File: config.mk
export PLATFORM = sky130hd
export DESIGN_NAME = v_state_table
export DESIGN_NICKNAME = d
export VERILOG_FILES = /design/src/rtl/v_state_table.sv
export SDC_FILE = /design/constraint.sdc
export NUM_CORES = 1
export LEC_CHECK = 0
export ABC_AREA = 1
export BUFFER_PORTS_ARGS = -buffer_cell sky130_fd_sc_hd__buf_2
export CAP_MARGIN = 20
export CORE_MARGIN = 8
export CORE_UTILIZATION = 37
export CTS_CLUSTER_DIAMETER = 100
export DETAILED_ROUTE_END_ITERATION = 8
export GPL_ROUTABILITY_DRIVEN = 0
export HOLD_SLACK_MARGIN = 0.08
export SLEW_MARGIN = 5
export SYNTH_ARGS = -nofsm -noshare
export SYNTH_HDL_FRONTEND = slang
export SYNTH_SLANG_ARGS = --single-unit
File: constraint.sdc
create_clock -name clk -period 6.2 [get_ports clk]
set_input_delay 0.62 -clock clk [delete_from_list [all_inputs] [get_ports clk]]
set_output_delay 0.62 -clock clk [all_outputs]
set_load 0.005 [all_outputs]
File: src/rtl/v_state_table.sv
// Per-list state storage responder: one read and one write per cycle,
// registered read data, write-first bypass and zero-initialise after reset.
module v_state_table #(
  parameter int ENTRIES = 16,
  parameter int STATE_W = 32,
  parameter int ADDR_W  = $clog2(ENTRIES)
) (
  input  logic               clk,
  input  logic               rst,
  input  logic               i_state_ren,
  input  logic [ADDR_W-1:0]  i_state_raddr,
  output logic [STATE_W-1:0] o_state_rdata_r,
  output logic               o_state_rvld_r,
  input  logic               i_state_wen,
  input  logic [ADDR_W-1:0]  i_state_waddr,
  input  logic [STATE_W-1:0] i_state_wdata,
  output logic               o_init_done_r,
  output logic               o_err_r
);

  typedef enum logic {
    S_INIT,
    S_READY
  } state_e;

  localparam logic [ADDR_W-1:0] LAST = ADDR_W'(ENTRIES - 1);
  localparam logic [ADDR_W:0]   LIM  = (ADDR_W + 1)'(ENTRIES);

  state_e state_q, state_d;

  logic [ADDR_W-1:0]  cnt_q, cnt_d;
  logic [STATE_W-1:0] rdata_q, rdata_d;
  logic               rvld_q, rvld_d;
  logic               done_q;
  logic               err_q, err_d;

  logic [STATE_W-1:0] mem_q [ENTRIES];

  logic               mem_we;
  logic [ADDR_W-1:0]  mem_wa;
  logic [STATE_W-1:0] mem_wd;

  logic r_ok, w_ok;

  // Addresses past ENTRIES-1 only exist when ENTRIES is not a power of two.
  assign r_ok = {1'b0, i_state_raddr} < LIM;
  assign w_ok = {1'b0, i_state_waddr} < LIM;

  always_comb begin
    state_d = state_q;
    cnt_d   = cnt_q;
    rdata_d = rdata_q;
    rvld_d  = 1'b0;
    err_d   = 1'b0;
    mem_we  = 1'b0;
    mem_wa  = cnt_q;
    mem_wd  = '0;
    unique case (state_q)
      S_INIT: begin
        mem_we = 1'b1;
        cnt_d  = cnt_q + 1'b1;
        if (cnt_q == LAST) begin
          state_d = S_READY;
          cnt_d   = '0;
        end
        if (i_state_ren) begin
          rvld_d  = 1'b1;
          rdata_d = '0;
        end
      end
      S_READY: begin
        if (i_state_wen && w_ok) begin
          mem_we = 1'b1;
          mem_wa = i_state_waddr;
          mem_wd = i_state_wdata;
        end
        if (i_state_ren) begin
          rvld_d = 1'b1;
          if (!r_ok)
            rdata_d = '0;
          else if (i_state_wen && i_state_waddr == i_state_raddr)
            rdata_d = i_state_wdata;
          else
            rdata_d = mem_q[i_state_raddr];
        end
        err_d = (i_state_ren && !r_ok) || (i_state_wen && !w_ok);
      end
      default: begin
        state_d = S_INIT;
      end
    endcase
  end

  always_ff @(posedge clk) begin
    if (rst) begin
      state_q <= S_INIT;
      cnt_q   <= '0;
      rdata_q <= '0;
      rvld_q  <= 1'b0;
      done_q  <= 1'b0;
      err_q   <= 1'b0;
    end else begin
      state_q <= state_d;
      cnt_q   <= cnt_d;
      rdata_q <= rdata_d;
      rvld_q  <= rvld_d;
      done_q  <= (state_d == S_READY);
      err_q   <= err_d;
    end
  end

  // Storage is cleared only by the init sequencer.
  always_ff @(posedge clk) begin
    if (!rst && mem_we)
      mem_q[mem_wa] <= mem_wd;
  end

  assign o_state_rdata_r = rdata_q;
  assign o_state_rvld_r  = rvld_q;
  assign o_init_done_r   = done_q;
  assign o_err_r         = err_q;

endmodule

Word level (Yosys, flattened, before mapping) --
Memories as Yosys holds them, arrays and structs flattened. Index checks and enable logic that the tools add are counted.
Storage, ports and cells: bits in registers 38, latch bits 0, RAM bits 512, memory bits (read-only) 0, input bits 44, output and inout port bits 35, word-level logic and storage cells 31, memories kept 1
Memory list:
- mem_q | depth 16, bits a word 32, read ports 1, clocked after Yosys merged registers in 0, wr ports 1, line 37 | logic [STATE_W-1:0] mem_q [ENTRIES];
Cells by class: $add $sub $neg 1, $mul 0, div/mod/pow operators 0, magnitude comparators 0, equal/unequal tests 4, shift-type cells 0, multiplexer cells 16, bitwise operators 1, reduce and logical (&&, ||, !) cells 4
Operator list (count):
- 2-to-1 mux 32 bit | 5
- case mux 32 bit (2 select lines) | 1
- 2-to-1 mux 4 bit | 3
- 2-to-1 mux 1 bit | 6
- adder 4 x 1 -> 4 bit (second input constant) | 1
- equality test 4 bit | 1
- equality test 4 bit (second input constant) | 1
- inequality test 2 bit (second input constant) | 2
- logical AND 1 bit | 2
- case mux 1 bit (2 select lines) | 1
- AND reduction 2 bit | 1
- logical NOT 1 bit | 1
- inverter 1 bit | 1

Depth between registers and ports, before layout --
Gate-level depths: netlist (run 1).
depth in word-level cells 5, depth in mapped cells 12, depth with buffers taken out 9

Worst setup path before layout (run 1) --
Ideal clock, no wire load.
path type input to register, from input i_state_wen, to memory mem_q[0][0], enable pin, library setup time 421 ps, arrival 2633 ps, required time 5779 ps, slack 3146 ps, cell stages on the path 5, path buffers 1, cell sequence nand2_1 > buf_2 > o21ai_0 > nand2_1 > nor2_1
On the way: word-level cells in the longest chain between the ends 5, elaborated cells on any way between the ends 7, those cells by class 6 x mux; 1 x reduce/logical
Ends and longest elaborated chain:
- start, declared | line 14 | input logic i_state_wen,
- 2-to-1 mux 1 bit | line 72 | if (i_state_wen && w_ok) begin
- case mux 1 bit (2 select lines) | line 58 | unique case (state_q)
- logical AND 1 bit | line 114 | if (!rst && mem_we)
- 2-to-1 mux 1 bit | line 114
- 2-to-1 mux 1 bit (implied by the code) | line 115 | mem_q[mem_wa] <= mem_wd;
- end, declared | line 37
Several ways; a longest one is shown, not always the timed one.

==> metrics.json, run 1 <==
{
  "status": {
    "run_status": "finished clean"
  },
  "global_route": {
    "globalRouteTotalUtil": 0.1646,
    "first_global_vias": 15500,
    "grt_overflow": 0,
    "antenna_found_initial": 0,
    "wire_length_of_the_first_global_routing_pass_mm": 94.52,
    "maximum_number_of_pins_on_one_net_before_global_route_repair": 103
  },
  "logic_synthesis": {
    "post_synth_fa_ha_maj_area_fraction": 0.0005256,
    "synth_top_family_by_area": "simple AND/OR/NAND/NOR gates",
    "synth_top_cells_by_area": "sky130_fd_sc_hd__edfxtp_1 65%, sky130_fd_sc_hd__nand2_1 13%, sky130_fd_sc_hd__nand3_1 7.5%",
    "yosys.area_share.simple": 0.2295,
    "synth-warning-count": 0,
    "synth.largest_area_cell": "sky130_fd_sc_hd__edfxtp_1",
    "syn-num-nets": 2403,
    "syn-cell-area_um2": 23810,
    "synth_top_cell_area_share": 0.6459,
    "synthXorXnorAreaFrac": 0.0003679,
    "synth_sequential_area_ratio": 0.6778,
    "number_of_different_library_cells_in_the_post_synthesis_netlist": 24,
    "synth_area_per_cell_um2": 10.10,
    "postSynthRegisterBits": 550,
    "post_synth_mux_area_share": 0,
    "synth_compound_gate_area_share": 0.01104,
    "synthCells": 2358
  },
  "timing": {
    "final_max_slew_viol_count": 0,
    "f_max_ghz": 0.2864,
    "finalHoldViolations": 0,
    "transition_time_at_the_pin_with_the_least_slew_margin_ps": 1190,
    "fin_tns_setup_ps": 0,
    "worst_clock_skew_ps": 13.58,
    "layout_worst_path_cycle_share": 0.5631,
    "setup_viol": 0,
    "setup_slack_ps": 2709,
    "slew_headroom": 0.2034,
    "rsz_0062_raised_after_global_routing": "no",
    "post-route-min-period_ps": 3491
  },
  "final_layout": {
    "proportion_of_layout_cells_with_a_drive_suffix_above_1": 0.09764,
    "antennaDiodeCount": 0,
    "post-route-util": 0.4201,
    "final_cell_mix": "847 x sky130_fd_sc_hd__nand2_1, 512 x sky130_fd_sc_hd__edfxtp_1, 357 x sky130_fd_sc_hd__nand3_1, 301 x sky130_fd_sc_hd__inv_1, 104 x sky130_fd_sc_hd__nor2_1",
    "filler_cell_count": 6104,
    "area.growth.synth_to_final_pct": 12.93,
    "seq_area_um2": 16140,
    "multi_input_area_um2": 5876,
    "final_common_cell": "sky130_fd_sc_hd__nand2_1",
    "num-nets-final": 2458
  },
  "floorplanning": {
    "die_height_um": 269.7,
    "ioPinCount": 79,
    "core_area_um2": 64000,
    "area_of_the_die_um2": 72710,
    "rows": 93,
    "floorplan.initialDensity": 0.3720,
    "die_w_um": 269.7
  },
  "power": {
    "leakage_uw": 0.01132,
    "ir_worst_vdd_v": 0.0001828,
    "power.density_cell_area_nw_per_um2": 288.8,
    "post_layout_power_uw": 7763
  },
  "detailed_routing": {
    "detailedRoute.firstIterationViolations": 1229,
    "drt-met1-wl_mm": 27.01,
    "first_pass_iters": 6,
    "num_vias": 16080,
    "met2_routed_wirelength_mm": 29.99,
    "post_drt_via_cell_ratio": 4.855,
    "detailroute.wirelength.met3_mm": 3.578,
    "wl_per_cell_um": 18.64,
    "wl_mm": 61.75,
    "top_layer_used": "met4",
    "detail-route-antenna-nets": 0,
    "drcViolationCount": 0
  },
  "placed_design": {
    "pre_cts_ws_ps": 2452,
    "placement.io_buffers": 77,
    "post_detail_place_hpwl_mm": 34.41
  },
  "cts": {
    "clockRootBuffer": "sky130_fd_sc_hd__clkbuf_16",
    "post_cts_setup_inserts": 0,
    "cts_hold_repair.buffers": 0,
    "tritoncts_buffers": 56,
    "clk_pin_slew_ps": 60,
    "post_cts_resize_count": 0,
    "clock_latency_ps": 600,
    "max-clock-path-buffers": 3,
    "htree_num_levels": 2,
    "clock-sinks": 550,
    "tritoncts_clock_tree": "built"
  },
  "critical_path": {
    "worstSetupEndpointType": "flip-flop",
    "criticalPathCategory": "flip-flop to flip-flop",
    "worst_setup_path_startpoint": "o_init_done_r",
    "start_kind": "flip-flop",
    "reg2reg_from": "o_init_done_r",
    "worstPathRequired_ps": 6450,
    "cp_max_fo": 28,
    "cp.arrival_ps": 3740
  },
  "hold_path": {
    "hold_path_startpoint": "i_state_wdata[30]",
    "min_path_type": "input port to flip-flop"
  },
  "run": {
    "max_cap_viol_count": 0
  }
}
-- critical path, stage by stage (launching register included) --
cell and delay, ps:
sky130_fd_sc_hd__dfxtp_1 490, sky130_fd_sc_hd__nand2_2 300, sky130_fd_sc_hd__buf_4 370, sky130_fd_sc_hd__o21ai_0 370, sky130_fd_sc_hd__nand3_1 410, sky130_fd_sc_hd__nor2_4 650, sky130_fd_sc_hd__buf_4 490
-- path summary, 6_finish.rpt --
path,endpoint,slack [ps],cells after the start
setup / recovery,mem_q[3][10],2710,6
hold / removal,o_state_rdata_r[30],410,5
setup reg to reg,mem_q[3][10],2710,6
hold reg to reg,o_state_rdata_r[24],460,2
-- registers in the layout, summed over array words and instances (netlist names) --
signal,count
o_state_rdata_r,32
mem_q,512
o_init_done_r,1
o_state_rvld_r,1
cnt_q,4
-- metal layers --
metal,up-vias,global-route usage
met2,468,0.2806
met5,-,0
met4,0,0.03839
li1,7763,-
met1,7769,0.2176
met3,84,0.02903
-- stage by stage --
stage                     hold WS, ps  area (µm²)  instances
after floorplan                 460.7       23810       2358
after detailed placement        453.4       24970       3196
after global placement          453.4       24810       3188
final                           409.3       26880       3313
after CTS                       368.2       26750       3299
after global routing            385.2       26880       3313
-- synthesized netlist by cell type --
master,number
sky130_fd_sc_hd__a21oi_1,27
sky130_fd_sc_hd__buf_1,21
sky130_fd_sc_hd__ha_1,1
sky130_fd_sc_hd__inv_2,2
sky130_fd_sc_hd__a21oi_2,10
sky130_fd_sc_hd__nor3_1,3
sky130_fd_sc_hd__buf_6,20
sky130_fd_sc_hd__edfxtp_1,512
sky130_fd_sc_hd__nand3_4,1
sky130_fd_sc_hd__nand2_1,849
sky130_fd_sc_hd__inv_6,1
sky130_fd_sc_hd__dfxtp_1,38
sky130_fd_sc_hd__buf_4,20
sky130_fd_sc_hd__clkbuf_1,13
sky130_fd_sc_hd__conb_1,1
sky130_fd_sc_hd__buf_2,51
sky130_fd_sc_hd__inv_1,301
sky130_fd_sc_hd__nand3_1,357
sky130_fd_sc_hd__xnor2_1,1
sky130_fd_sc_hd__buf_8,1
sky130_fd_sc_hd__o21ai_0,5
sky130_fd_sc_hd__nor2_1,120
sky130_fd_sc_hd__nor2_2,1
sky130_fd_sc_hd__a211oi_1,2
-- power by group --
part / switching (µW) / internal (µW) / total (µW)
sequential: 9.23 / 4040 / 4050
combinational: 308 / 110 / 418
clock: 1390 / 1900 / 3290
-- area by class of cell --
type	instances	area share
timing repair buffer	123	0.03225
multi-input combinational	1378	0.2186
sequential	550	0.6002
inverter	304	0.04277
clock buffer	78	0.05897
tap	855	0.03979
clock inverter	25	0.007447
-- cells by family (layout without fill, tap and decap cells) --
group	after synthesis	in the layout
buf+inv	430	530
simple gates	1331	1331
fa+ha+maj	1	1
flops	550	550
other cells	1	1
xor+xnor	1	1
compound gates	44	44
Power figures use the tool's default switching activity.
==> run 2: changes to the inputs <==
- clock period: 6.2 -> 3.55 ns (I/O delays scaled with it)
==> run 2 against run 1 <==
- critical path depth decreased by 1
- largest power group unchanged
- non-clock buffer count increased by 21
- worst hold slack got worse by 290 ps
- setup slack got worse by 1600 ps
- critical endpoint is now mem_q[3][26]
- core utilization increased by 0.20 points
- fmax increased by 41%
- clock-buffer cell count decreased by 6
- via count increased by 0.19%
- sequential power increased by 75%
- first-iteration DRC count increased by 1.1%
- sequential share of layout area decreased by 0.28 points
- wire length increased by 0.27%
==> metrics.json, run 2 (synthesis gave the netlist of run 1 again) <==
{
  "cts": {
    "clock-sinks": {"value": 550, "change": "unchanged"},
    "post_cts_setup_inserts": {"value": 0, "change": "unchanged"},
    "tritoncts_clock_tree": "built",
    "cts_hold_repair.buffers": {"value": 0, "change": "unchanged"},
    "clockRootBuffer": "sky130_fd_sc_hd__clkbuf_16",
    "clk_pin_slew": {"value": 70, "unit": "ps", "change": "about the same"},
    "max-clock-path-buffers": {"value": 3, "change": "unchanged"},
    "tritoncts_buffers": {"value": 55, "change": "-1.8%"},
    "htree_num_levels": {"value": 2, "change": "unchanged"},
    "post_cts_resize_count": {"value": 0, "change": "unchanged"},
    "clock_latency": {"value": 600, "unit": "ps", "change": "about the same"}
  },
  "critical_path": {
    "critical_path.reg2reg.endpoint": "mem_q[3][26]",
    "worstPathRequired": {"value": 3850, "unit": "ps", "change": "-2600 ps"},
    "cp.arrival": {"value": 2790, "unit": "ps", "change": "-950 ps"},
    "cp_max_fo": {"value": 18, "change": "-36%"},
    "start_kind": "flip-flop",
    "cpPeakStageDelay": {"value": 570, "unit": "ps", "change": "-80 ps"},
    "worst_r2r_path_depth": {"value": 5, "change": "-1"},
    "rrSetupSlack": {"value": 1070, "unit": "ps", "change": "-1640 ps"},
    "reg2reg_from": "o_init_done_r",
    "worstSetupEndpointType": "flip-flop",
    "cp_cell_sequence": "nand2_2 > o21ai_0 > nand3_1 > nor2_4 > buf_12",
    "critPathTopFamily": "simple AND/OR/NAND/NOR gates",
    "criticalPathCategory": "flip-flop to flip-flop",
    "timing.critical_path.slowest_stage_cell": "sky130_fd_sc_hd__nor2_4",
    "cp_num_buf_inv": {"value": 1, "change": "-1"}
  },
  "power": {
    "power_frac_seq": {"value": 0.523, "change": "about the same"},
    "p_switching": {"value": 3007, "unit": "µW", "change": "+76%"},
    "combPwrFrac": {"value": 0.055, "change": "about the same"},
    "leakage": {"value": 0.01143, "unit": "µW", "change": "+0.99%"},
    "power.density_cell_area": {"value": 500.5, "unit": "nW/µm²", "change": "+73%"},
    "sw_frac_of_total": {"value": 0.2224, "change": "+0.002074"},
    "clock_power_share": {"value": 0.422, "change": "-0.002"},
    "intPower": {"value": 10510, "unit": "µW", "change": "+74%"},
    "ir_worst_vdd": {"value": 0.0003322, "unit": "V", "change": "+82%"}
  },
  "run": {
    "max_cap_viol_count": {"value": 0, "change": "unchanged"}
  },
  "timing": {
    "layout_worst_path_cycle_share": {"value": 0.6992, "change": "+0.1361"},
    "worst_clock_skew": {"value": 16.17, "unit": "ps", "change": "+2.594 ps"},
    "final_max_slew_viol_count": {"value": 0, "change": "unchanged"},
    "f_max": {"value": 0.4029, "unit": "GHz", "change": "+41%"},
    "rsz_0062_raised_after_global_routing": "no",
    "setup_viol": {"value": 0, "change": "unchanged"},
    "transition_time_at_the_pin_with_the_least_slew_margin": {"value": 1013, "unit": "ps", "change": "-177.4 ps"},
    "finalHoldViolations": {"value": 0, "change": "unchanged"},
    "slew_headroom": {"value": 0.3222, "change": "+0.1188"},
    "fin_tns_setup": {"value": 0, "unit": "ps", "change": "unchanged"},
    "post-route-min-period": {"value": 2482, "unit": "ps", "change": "-1009 ps"}
  },
  "global_route": {
    "maximum_number_of_pins_on_one_net_before_global_route_repair": {"value": 202, "change": "+96%"},
    "first_global_vias": {"value": 15770, "change": "+1.8%"},
    "grt_overflow": {"value": 0, "change": "unchanged"},
    "wire_length_of_the_first_global_routing_pass": {"value": 94.99, "unit": "mm", "change": "+0.50%"},
    "globalRouteTotalUtil": {"value": 0.1660, "change": "+0.001358"},
    "antenna_found_initial": {"value": 1, "change": "+1"}
  },
  "hold_path": {
    "min_path_type": "input port to flip-flop",
    "whs_path_depth": {"value": 3, "change": "-2"},
    "hold_path_startpoint": "i_state_wdata[0]",
    "whs_endpoint": "mem_q[12][0]"
  },
  "final_layout": {
    "post-route-util": {"value": 0.4220, "change": "+0.001955"},
    "num-nets-final": {"value": 2478, "change": "+0.81%"},
    "proportion_of_layout_cells_with_a_drive_suffix_above_1": {"value": 0.1061, "change": "+0.008451"},
    "final_cell_mix": "847 x sky130_fd_sc_hd__nand2_1, 512 x sky130_fd_sc_hd__edfxtp_1, 357 x sky130_fd_sc_hd__nand3_1, 301 x sky130_fd_sc_hd__inv_1, 103 x sky130_fd_sc_hd__nor2_1",
    "final_common_cell": "sky130_fd_sc_hd__nand2_1",
    "filler_cell_count": {"value": 6004, "change": "-1.6%"},
    "registers.top_by_ff_count": "mem_q",
    "max_reg_flops": {"value": 512, "change": "unchanged"},
    "area.growth.synth_to_final_pct": 13.46
  },
  "floorplanning": {
    "area_of_the_die": {"value": 72710, "unit": "µm²", "change": "unchanged"},
    "die_height": {"value": 269.7, "unit": "µm", "change": "unchanged"},
    "die_w": {"value": 269.7, "unit": "µm", "change": "unchanged"},
    "core_area": {"value": 64000, "unit": "µm²", "change": "unchanged"},
    "ioPinCount": {"value": 79, "change": "unchanged"},
    "floorplan.initialDensity": {"value": 0.3720, "change": "unchanged"},
    "rows": {"value": 93, "change": "unchanged"}
  },
  "detailed_routing": {
    "first_pass_iters": {"value": 6, "change": "unchanged"},
    "wl_per_cell": {"value": 18.56, "unit": "µm", "change": "-0.39%"},
    "num_vias": {"value": 16110, "change": "+0.19%"},
    "detail-route-antenna-nets": {"value": 0, "change": "unchanged"},
    "post_drt_via_cell_ratio": {"value": 4.832, "change": "-0.47%"},
    "drcViolationCount": {"value": 0, "change": "unchanged"},
    "wl": {"value": 61.91, "unit": "mm", "change": "+0.27%"},
    "detailedRoute.firstIterationViolations": {"value": 1243, "change": "+1.1%"}
  },
  "status": {
    "run_status": "finished clean"
  },
  "placed_design": {
    "placement.io_buffers": {"value": 77, "change": "unchanged"},
    "post_detail_place_hpwl": {"value": 34.62, "unit": "mm", "change": "+0.60%"}
  }
}
run 2: cell types whose count changed in the layout (fill, tap and decap cells not counted), sizes merged:
cell | previous run | this run
bufinv | 3 | 4
clkbuf | 78 | 72
inv | 303 | 306
buf | 123 | 144
clkinv | 20 | 22
diode | 0 | 1
run 2: final cells by class:
type / instances / area, µm² / area share
inverter: 304 / 1149 / 0.04253
antenna: 1 / 2.502 / 0.00009265
tap: 855 / 1070 / 0.03961
clock inverter: 31 / 274.0 / 0.01015
clock buffer: 72 / 1490 / 0.05517
timing repair buffer: 144 / 1010 / 0.03739
sequential: 550 / 16140 / 0.5974
multi-input combinational: 1378 / 5878 / 0.2176
run 2: how the worst max path moves through the flow:
stage                              from           end  depth (start not counted)  slack [ps]
after detailed placement    i_state_wen  mem_q[3][27]                          6        1030
after CTS                 o_init_done_r   mem_q[3][1]                          5        1050
after global placement      i_state_wen  mem_q[3][29]                          6        1020
after global routing      o_init_done_r  mem_q[3][25]                          5         940
after floorplan           o_init_done_r   mem_q[0][0]                          5         690
final                     o_init_done_r  mem_q[3][26]                          5        1070
run 2: power groups by stage:
stage	sequential [µW]	combinational [µW]	clock, µW
global route	7070	820	6060
detailed placement	7210	745	0
floorplan	7210	500	0
CTS	7070	749	5820
finish	7070	741	5700
global placement	7210	737	0
run 2: per-layer routing:
layer	GRT usage	up-vias	part of all wire
li1	-	7797	-
met1	0.2086	7772	0.42
met2	0.2863	433	0.49
met3	0.02585	112	0.050
met4	0.06388	0	0.036
met5	0	-	0
run 2: metrics by stage:
| stage | power, µW | area [µm²] | hold WS [ps] | setup WS [ps] | instances |
|---|---|---|---|---|---|
| 2_1_floorplan | 7711 | 23810 | 460.7 | 693.8 | 2358 |
| 3_3_place_gp | 7946 | 25240 | 454.7 | 1023 | 3231 |
| 3_5_place_dp | 7957 | 25240 | 452.7 | 1029 | 3231 |
| 4_1_cts | 13640 | 27010 | 92.13 | 1047 | 3334 |
| 5_1_grt | 13950 | 27010 | 141.7 | 935.7 | 3335 |
| 6_report | 13520 | 27010 | 119.6 | 1068 | 3335 |
run 2: worst reg2reg max path: stages (launching register included):
cell and delay (ps):
sky130_fd_sc_hd__dfxtp_1 440, sky130_fd_sc_hd__nand2_2 160, sky130_fd_sc_hd__o21ai_0 340, sky130_fd_sc_hd__nand3_1 420
sky130_fd_sc_hd__nor2_4 570, sky130_fd_sc_hd__buf_12 250
